$ cat config.mk
export PLATFORM = sky130hd
export DESIGN_NAME = seletor_funcionalidade_n_flat
export DESIGN_NICKNAME = d
export VERILOG_FILES = /design/src/rtl/seletor_funcionalidade_n_if.sv /design/src/rtl/seletor_funcionalidade_n.sv /design/src/flat_wrapper.sv
export SDC_FILE = /design/constraint.sdc
export NUM_CORES = 1
export LEC_CHECK = 0
export ABC_AREA = 1
export CAP_MARGIN = 40
export CORE_UTILIZATION = 35
export DETAILED_ROUTE_END_ITERATION = 16
export HOLD_SLACK_MARGIN = 0.1
export PLACE_DENSITY = 0.62
export SYNTH_ARGS = -nofsm -noshare
export SYNTH_HDL_FRONTEND = slang
export SYNTH_SLANG_ARGS = --single-unit
$ cat constraint.sdc
create_clock -name clk -period 2.7 [get_ports clk]
set_input_delay 0.54 -clock clk [delete_from_list [all_inputs] [get_ports clk]]
set_output_delay 0.54 -clock clk [all_outputs]
set_load 0.02 [all_outputs]
$ cat src/rtl/seletor_funcionalidade_n_if.sv
// Channel bus for seletor_funcionalidade_n: per-channel enables, requests and data in,
// selected data, grant vector, winning index and error flag out.
interface seletor_funcionalidade_n_if #(
    parameter int N = 4,
    parameter int W = 8
);
    localparam int IW = (N > 1) ? $clog2(N) : 1;

    logic [N-1:0]   P;
    logic [N-1:0]   V;
    logic [N*W-1:0] D;
    logic [1:0]     M;
    logic           CLR;
    logic [W-1:0]   S;
    logic           S_VALID;
    logic [N-1:0]   GNT;
    logic [IW-1:0]  IDX;
    logic           ERR;

    modport master (output P, V, D, M, CLR, input S, S_VALID, GNT, IDX, ERR);
    modport slave  (input P, V, D, M, CLR, output S, S_VALID, GNT, IDX, ERR);
endinterface

$ cat src/rtl/seletor_funcionalidade_n.sv
// Registered N-channel selector: OR-merge, fixed priority, round-robin with grant hold, force zero.
// Optional sticky request-on-disabled-channel flag enabled by SELETOR_FUNCIONALIDADE_ERR_EN.
module seletor_funcionalidade_n #(
    parameter int N    = 4,
    parameter int W    = 8,
    parameter int HOLD = 4
) (
    input logic                     clk,
    input logic                     rst_n,
    seletor_funcionalidade_n_if.slave bus
);
    localparam int IW = (N > 1) ? $clog2(N) : 1;
    localparam int CW = $clog2(HOLD + 1);
    localparam logic [CW-1:0] HOLD_C = CW'(HOLD);

    localparam logic [1:0] MODE_OR   = 2'b00;
    localparam logic [1:0] MODE_PRI  = 2'b01;
    localparam logic [1:0] MODE_RR   = 2'b10;
    localparam logic [1:0] MODE_ZERO = 2'b11;

    logic [W-1:0]  s_q, s_d;
    logic          s_valid_q, s_valid_d;
    logic [N-1:0]  gnt_q, gnt_d;
    logic [IW-1:0] idx_q, idx_d;
    logic [IW-1:0] ptr_q, ptr_d;
    logic [CW-1:0] cnt_q, cnt_d;
    logic [1:0]    m_q;

    logic [N-1:0]  elig;
    logic [CW-1:0] cnt_eff;
    logic [W-1:0]  or_data;
    logic          hi_found, rr_found, hold_ok;
    int            hi_idx, rr_idx, win;

    // NOTE: every variable gets a default at the top so no path leaves one unassigned (no latches).
    always_comb begin
        elig     = bus.P & bus.V;
        cnt_eff  = (bus.M != m_q) ? '0 : cnt_q;
        hi_found = 1'b0;
        hi_idx   = 0;
        or_data  = '0;
        for (int i = 0; i < N; i++) begin
            if (elig[i]) begin
                hi_found = 1'b1;
                hi_idx   = i;
                or_data  = or_data | bus.D[i*W +: W];
            end
        end

        rr_found = 1'b0;
        rr_idx   = 0;
        for (int k = 1; k <= N; k++) begin
            if (!rr_found && elig[(int'(ptr_q) + k) % N]) begin
                rr_found = 1'b1;
                rr_idx   = (int'(ptr_q) + k) % N;
            end
        end

        // A zero count means nobody currently holds a tenure, so the pointer channel must re-arbitrate.
        hold_ok = (cnt_eff != '0) && (cnt_eff < HOLD_C) && elig[ptr_q];

        s_d       = '0;
        s_valid_d = 1'b0;
        gnt_d     = '0;
        idx_d     = idx_q;
        cnt_d     = cnt_eff;
        ptr_d     = ptr_q;
        win       = 0;

        case (bus.M)
            MODE_OR: begin
                s_d       = or_data;
                gnt_d     = elig;
                s_valid_d = hi_found;
                idx_d     = IW'(hi_idx);
            end
            MODE_PRI: begin
                if (hi_found) begin
                    s_d           = bus.D[hi_idx*W +: W];
                    gnt_d[hi_idx] = 1'b1;
                    idx_d         = IW'(hi_idx);
                    s_valid_d     = 1'b1;
                end
            end
            MODE_RR: begin
                if (hold_ok) begin
                    win   = int'(ptr_q);
                    cnt_d = cnt_eff + CW'(1);
                end else if (rr_found) begin
                    win   = rr_idx;
                    ptr_d = IW'(rr_idx);
                    cnt_d = CW'(1);
                end else begin
                    cnt_d = '0;
                end
                if (hold_ok || rr_found) begin
                    s_d        = bus.D[win*W +: W];
                    gnt_d[win] = 1'b1;
                    idx_d      = IW'(win);
                    s_valid_d  = 1'b1;
                end
            end
            MODE_ZERO: begin
                cnt_d = '0;
            end
            default: begin
                cnt_d = '0;
            end
        endcase
    end

    // NOTE: sequential state uses non-blocking assignments so all registers update together.
    always_ff @(posedge clk or negedge rst_n) begin
        if (!rst_n) begin
            s_q       <= '0;
            s_valid_q <= 1'b0;
            gnt_q     <= '0;
            idx_q     <= '0;
            ptr_q     <= IW'(N - 1);
            cnt_q     <= '0;
            m_q       <= MODE_OR;
        end else begin
            s_q       <= s_d;
            s_valid_q <= s_valid_d;
            gnt_q     <= gnt_d;
            idx_q     <= idx_d;
            ptr_q     <= ptr_d;
            cnt_q     <= cnt_d;
            m_q       <= bus.M;
        end
    end

    assign bus.S       = s_q;
    assign bus.S_VALID = s_valid_q;
    assign bus.GNT     = gnt_q;
    assign bus.IDX     = idx_q;

`ifdef SELETOR_FUNCIONALIDADE_ERR_EN
    logic err_q;

    // Set has priority over clear.
    always_ff @(posedge clk or negedge rst_n) begin
        if (!rst_n) begin
            err_q <= 1'b0;
        end else begin
            err_q <= (|(bus.V & ~bus.P)) | (err_q & ~bus.CLR);
        end
    end

    assign bus.ERR = err_q;
`else
    assign bus.ERR = 1'b0;
`endif
endmodule

$ cat src/flat_wrapper.sv
// flat-port wrapper written by rule: the top's interface ports become plain ports
module seletor_funcionalidade_n_flat 
#(
    parameter int N    = 4,
    parameter int W    = 8,
    parameter int HOLD = 4
)
  (clk, rst_n, bus_P, bus_V, bus_D, bus_M, bus_CLR, bus_S, bus_S_VALID, bus_GNT, bus_IDX, bus_ERR);
  seletor_funcionalidade_n_if #(.N(N), .W(W)) bus_i ();
  input logic clk;
  input logic rst_n;
  input wire logic [$bits(bus_i.P)-1:0] bus_P;
  input wire logic [$bits(bus_i.V)-1:0] bus_V;
  input wire logic [$bits(bus_i.D)-1:0] bus_D;
  input wire logic [$bits(bus_i.M)-1:0] bus_M;
  input wire logic [$bits(bus_i.CLR)-1:0] bus_CLR;
  output wire logic [$bits(bus_i.S)-1:0] bus_S;
  output wire logic [$bits(bus_i.S_VALID)-1:0] bus_S_VALID;
  output wire logic [$bits(bus_i.GNT)-1:0] bus_GNT;
  output wire logic [$bits(bus_i.IDX)-1:0] bus_IDX;
  output wire logic [$bits(bus_i.ERR)-1:0] bus_ERR;
  assign bus_i.P = bus_P;
  assign bus_i.V = bus_V;
  assign bus_i.D = bus_D;
  assign bus_i.M = bus_M;
  assign bus_i.CLR = bus_CLR;
  assign bus_S = bus_i.S;
  assign bus_S_VALID = bus_i.S_VALID;
  assign bus_GNT = bus_i.GNT;
  assign bus_IDX = bus_i.IDX;
  assign bus_ERR = bus_i.ERR;
  seletor_funcionalidade_n #(.N(N), .W(W), .HOLD(HOLD)) u_core (.clk(clk), .rst_n(rst_n), .bus(bus_i));
endmodule
==> results.sh <==
export IMPL_status="finished, final reports clean"
export IMPL_rsz0062_at_grt="no"
export IMPL_wire_per_inst_um=13.4
export IMPL_ant_nets=0
export IMPL_synth_area_mm2=0.00221
export IMPL_grt_use_total=0.214
export IMPL_firstDrtPassIters=4
export IMPL_core_area_mm2=0.00599
export IMPL_final_common_cell="nand2_1"
export IMPL_slowest_stage="clkdlybuf4s50_1"
export IMPL_synth_compound_area_frac=0.193
export IMPL_final_min_clock_period_ps=2500
export IMPL_synth_mux_area_frac=0
export IMPL_overflow=0
export IMPL_holdPathStages=2
export IMPL_nets=473
export IMPL_start_util=0.368
export IMPL_vias=2543
export IMPL_setup_worst_path_start_class="primary input"
export IMPL_place_hpwl_mm=5.27
export IMPL_cts_buffer_depth=2
export IMPL_r2r_cells=13
export IMPL_cts_resized=0
export IMPL_synth_fa_ha_area_frac=0.0113
export IMPL_drive_above_1_share=0.205
export IMPL_worstPathCellList="clkdlybuf4s50_1 -> xnor2_2 -> nand2_1 -> nor2_1 -> inv_1 -> ha_1 -> nand3b_4 -> inv_2 -> nand2_2 -> nand2_4 -> buf_4 -> nand3_2 -> nand3_1 -> o21bai_2"
export IMPL_critical_path_max_stage_delay_ps=530
export IMPL_synth_simple_area_share=0.413
export IMPL_finalMaxSlewViolations=0
export IMPL_place_area_mm2=0.00305
export IMPL_critical_path_required_ps=2850
export IMPL_fmax_ghz=0.399
export IMPL_syn_inst=340
export IMPL_synth_xor_area_frac=0.00794
export IMPL_grt_pass1_wl_mm=10.9
export IMPL_synth_edf_count=0
export IMPL_die_w_um=81.4
export IMPL_die_area_mm2=0.00662
export IMPL_hold_viol_final=0
export IMPL_yosysUniqueCellTypes=38
export IMPL_synth_seq_area_share=0.251
export IMPL_routed_via_density=5.09
export IMPL_layout_common_cells="nand2_1, clkdlybuf4s50_1, inv_1, nand3_1, buf_4"
export IMPL_path_clk_slew_ps=80
export IMPL_place_gp_congestion=0.948
export IMPL_period_share=0.927
export IMPL_ctsHtreeMaxLevel=1
export IMPL_crit_path_max_fanout=11
export IMPL_leakagePower_uw=0.00154
export IMPL_path_delay_family="buffers and inverters"
export IMPL_arrival_ps=2660
export IMPL_tritoncts="built"
export IMPL_clock_sinks=22
export IMPL_synth_top_family_by_area="simple AND/OR/NAND/NOR gates"
export IMPL_hold_path_class="register to register"
export IMPL_ys_warnings_count=0
export IMPL_ys_flop_type="dfrtp_1"
export IMPL_yosys_register_bits=22
export IMPL_cts_setup_buffers=0
export IMPL_crit_cells=14
export IMPL_final_util=0.523
export IMPL_fp_row_count=28
export IMPL_critPathKind="primary input to register"
export IMPL_die_h_um=81.4
export IMPL_fin_area_mm2=0.00313
export IMPL_path_buf_inv=4
export IMPL_portBuffers=58
export IMPL_num_io_pins=61
export IMPL_fillCellCount=593
export IMPL_end_kind="register"
export IMPL_setup_violations=0
export IMPL_power_density_mw_per_mm2=803
export IMPL_wirelength_mm=6.70
export IMPL_tns_ps=0
export IMPL_async_flop_share=1.00
export IMPL_grt_max_degree=23
export IMPL_n_antenna_cell=0
export IMPL_hold_buffers=0
export IMPL_drv_cap=0
export IMPL_syn_nets=387
export IMPL_clock_skew_ps=10.2
export IMPL_first_iter_violations=164
export IMPL_avgSynthCellArea_um2=6.49
export IMPL_grt_pass1_vias=2386
export IMPL_drc=0
export IMPL_clkLatencyLatePin_ps=270
export IMPL_cts_root_buf="clkbuf_8"
export IMPL_area_delta_synth_final_pct=42.0
export IMPL_hold_slack_ps=500
export IMPL_grt_antenna_before_repair=0
export IMPL_ir_drop_mv=0.306
export IMPL_cts_made_buffers=3
[state kept, by name, indices dropped and copies added (netlist names)]
signal	cells
u_core.ptr_q	2
u_core.bus.S_VALID	1
u_core.bus.IDX	2
u_core.bus.GNT	4
u_core.bus.S	8
u_core.m_q	2
u_core.cnt_q	3
[where the power goes]
| part | switching (µW) | internal, µW |
|---|---|---|
| clock network | 124 | 198 |
| logic | 1020 | 707 |
| registers | 56.2 | 410 |
| total | 1200 | 1320 |
[routing by layer]
metal | wire (µm) | vias to the layer above | GRT usage
met3 | 345 | 4 | 0.0281
met4 | 47 | 0 | 0.0339
li1 | - | 1305 | -
met1 | 3180 | 1162 | 0.286
met2 | 3130 | 72 | 0.368
met5 | 0 | - | 0
[final cells by class]
| cell class | count | area [µm²] | area share |
|---|---|---|---|
| Timing Repair Buffer | 92 | 836 | 0.267 |
| Clock buffer | 3 | 41.3 | 0.0132 |
| Multi-Input combinational cell | 259 | 1400 | 0.446 |
| Tap cell | 75 | 93.8 | 0.0300 |
| Sequential cell | 22 | 553 | 0.177 |
| Clock inverter | 1 | 30.0 | 0.00958 |
| Inverter | 48 | 180 | 0.0575 |
[worst min-delay path, delay by kind of cell, from the launching register on]
family / cells / cell delay, ps
DFF: 1 / 360
and+or+nand+nor: 2 / 110
[synthesized netlist by cell type (3+ instances only)]
cell / n / area, µm²
o31a_1: 3 / 26.3
o22ai_1: 12 / 75.1
nand2_2: 19 / 119
nand4_1: 4 / 25.0
o21ai_0: 27 / 135
nand2_1: 90 / 338
nor2_2: 3 / 18.8
a21oi_1: 13 / 65.1
inv_1: 41 / 154
buf_4: 3 / 22.5
buf_6: 3 / 33.8
nor2_1: 10 / 37.5
nand3_2: 10 / 100
nand3_1: 40 / 200
nand3b_1: 4 / 30.0
dfrtp_1: 20 / 500
inv_2: 7 / 26.3
[metrics by stage]
step	power [µW]	cells	setup slack, ps
6_report	2520	500	197
5_1_grt	2730	500	20.9
4_1_cts	2510	500	158
3_5_place_dp	2180	496	-114
3_3_place_gp	2170	496	-84.5
2_1_floorplan	1620	340	446
[cells by family (layout without fill, tap and decap cells)]
logic type               after synthesis  after routing
AND/OR/NAND/NOR                      183            183
buffers and inverters                 59            144
XOR/XNOR                               2              2
AO/OA/AOI/OAI                         71             71
other                                  1              1
flip-flops                            22             22
adder cells (fa/ha/maj)                2              2
[final timing paths]
kind | startpoint | end | slack, ps
setup / recovery | bus_M[0] | u_core.bus.S[3] | 200
hold / removal | u_core.bus.IDX[1] | u_core.bus.IDX[1] | 500
setup reg to reg | u_core.m_q[0] | u_core.bus.S[3] | 520
hold reg to reg | u_core.bus.IDX[1] | u_core.bus.IDX[1] | 500
max in group asynchronous | rst_n | u_core.ptr_q[0] | 1810
min in group asynchronous | rst_n | u_core.bus.S[7] | 610
Note: power is estimated with default switching activity, not from simulation.
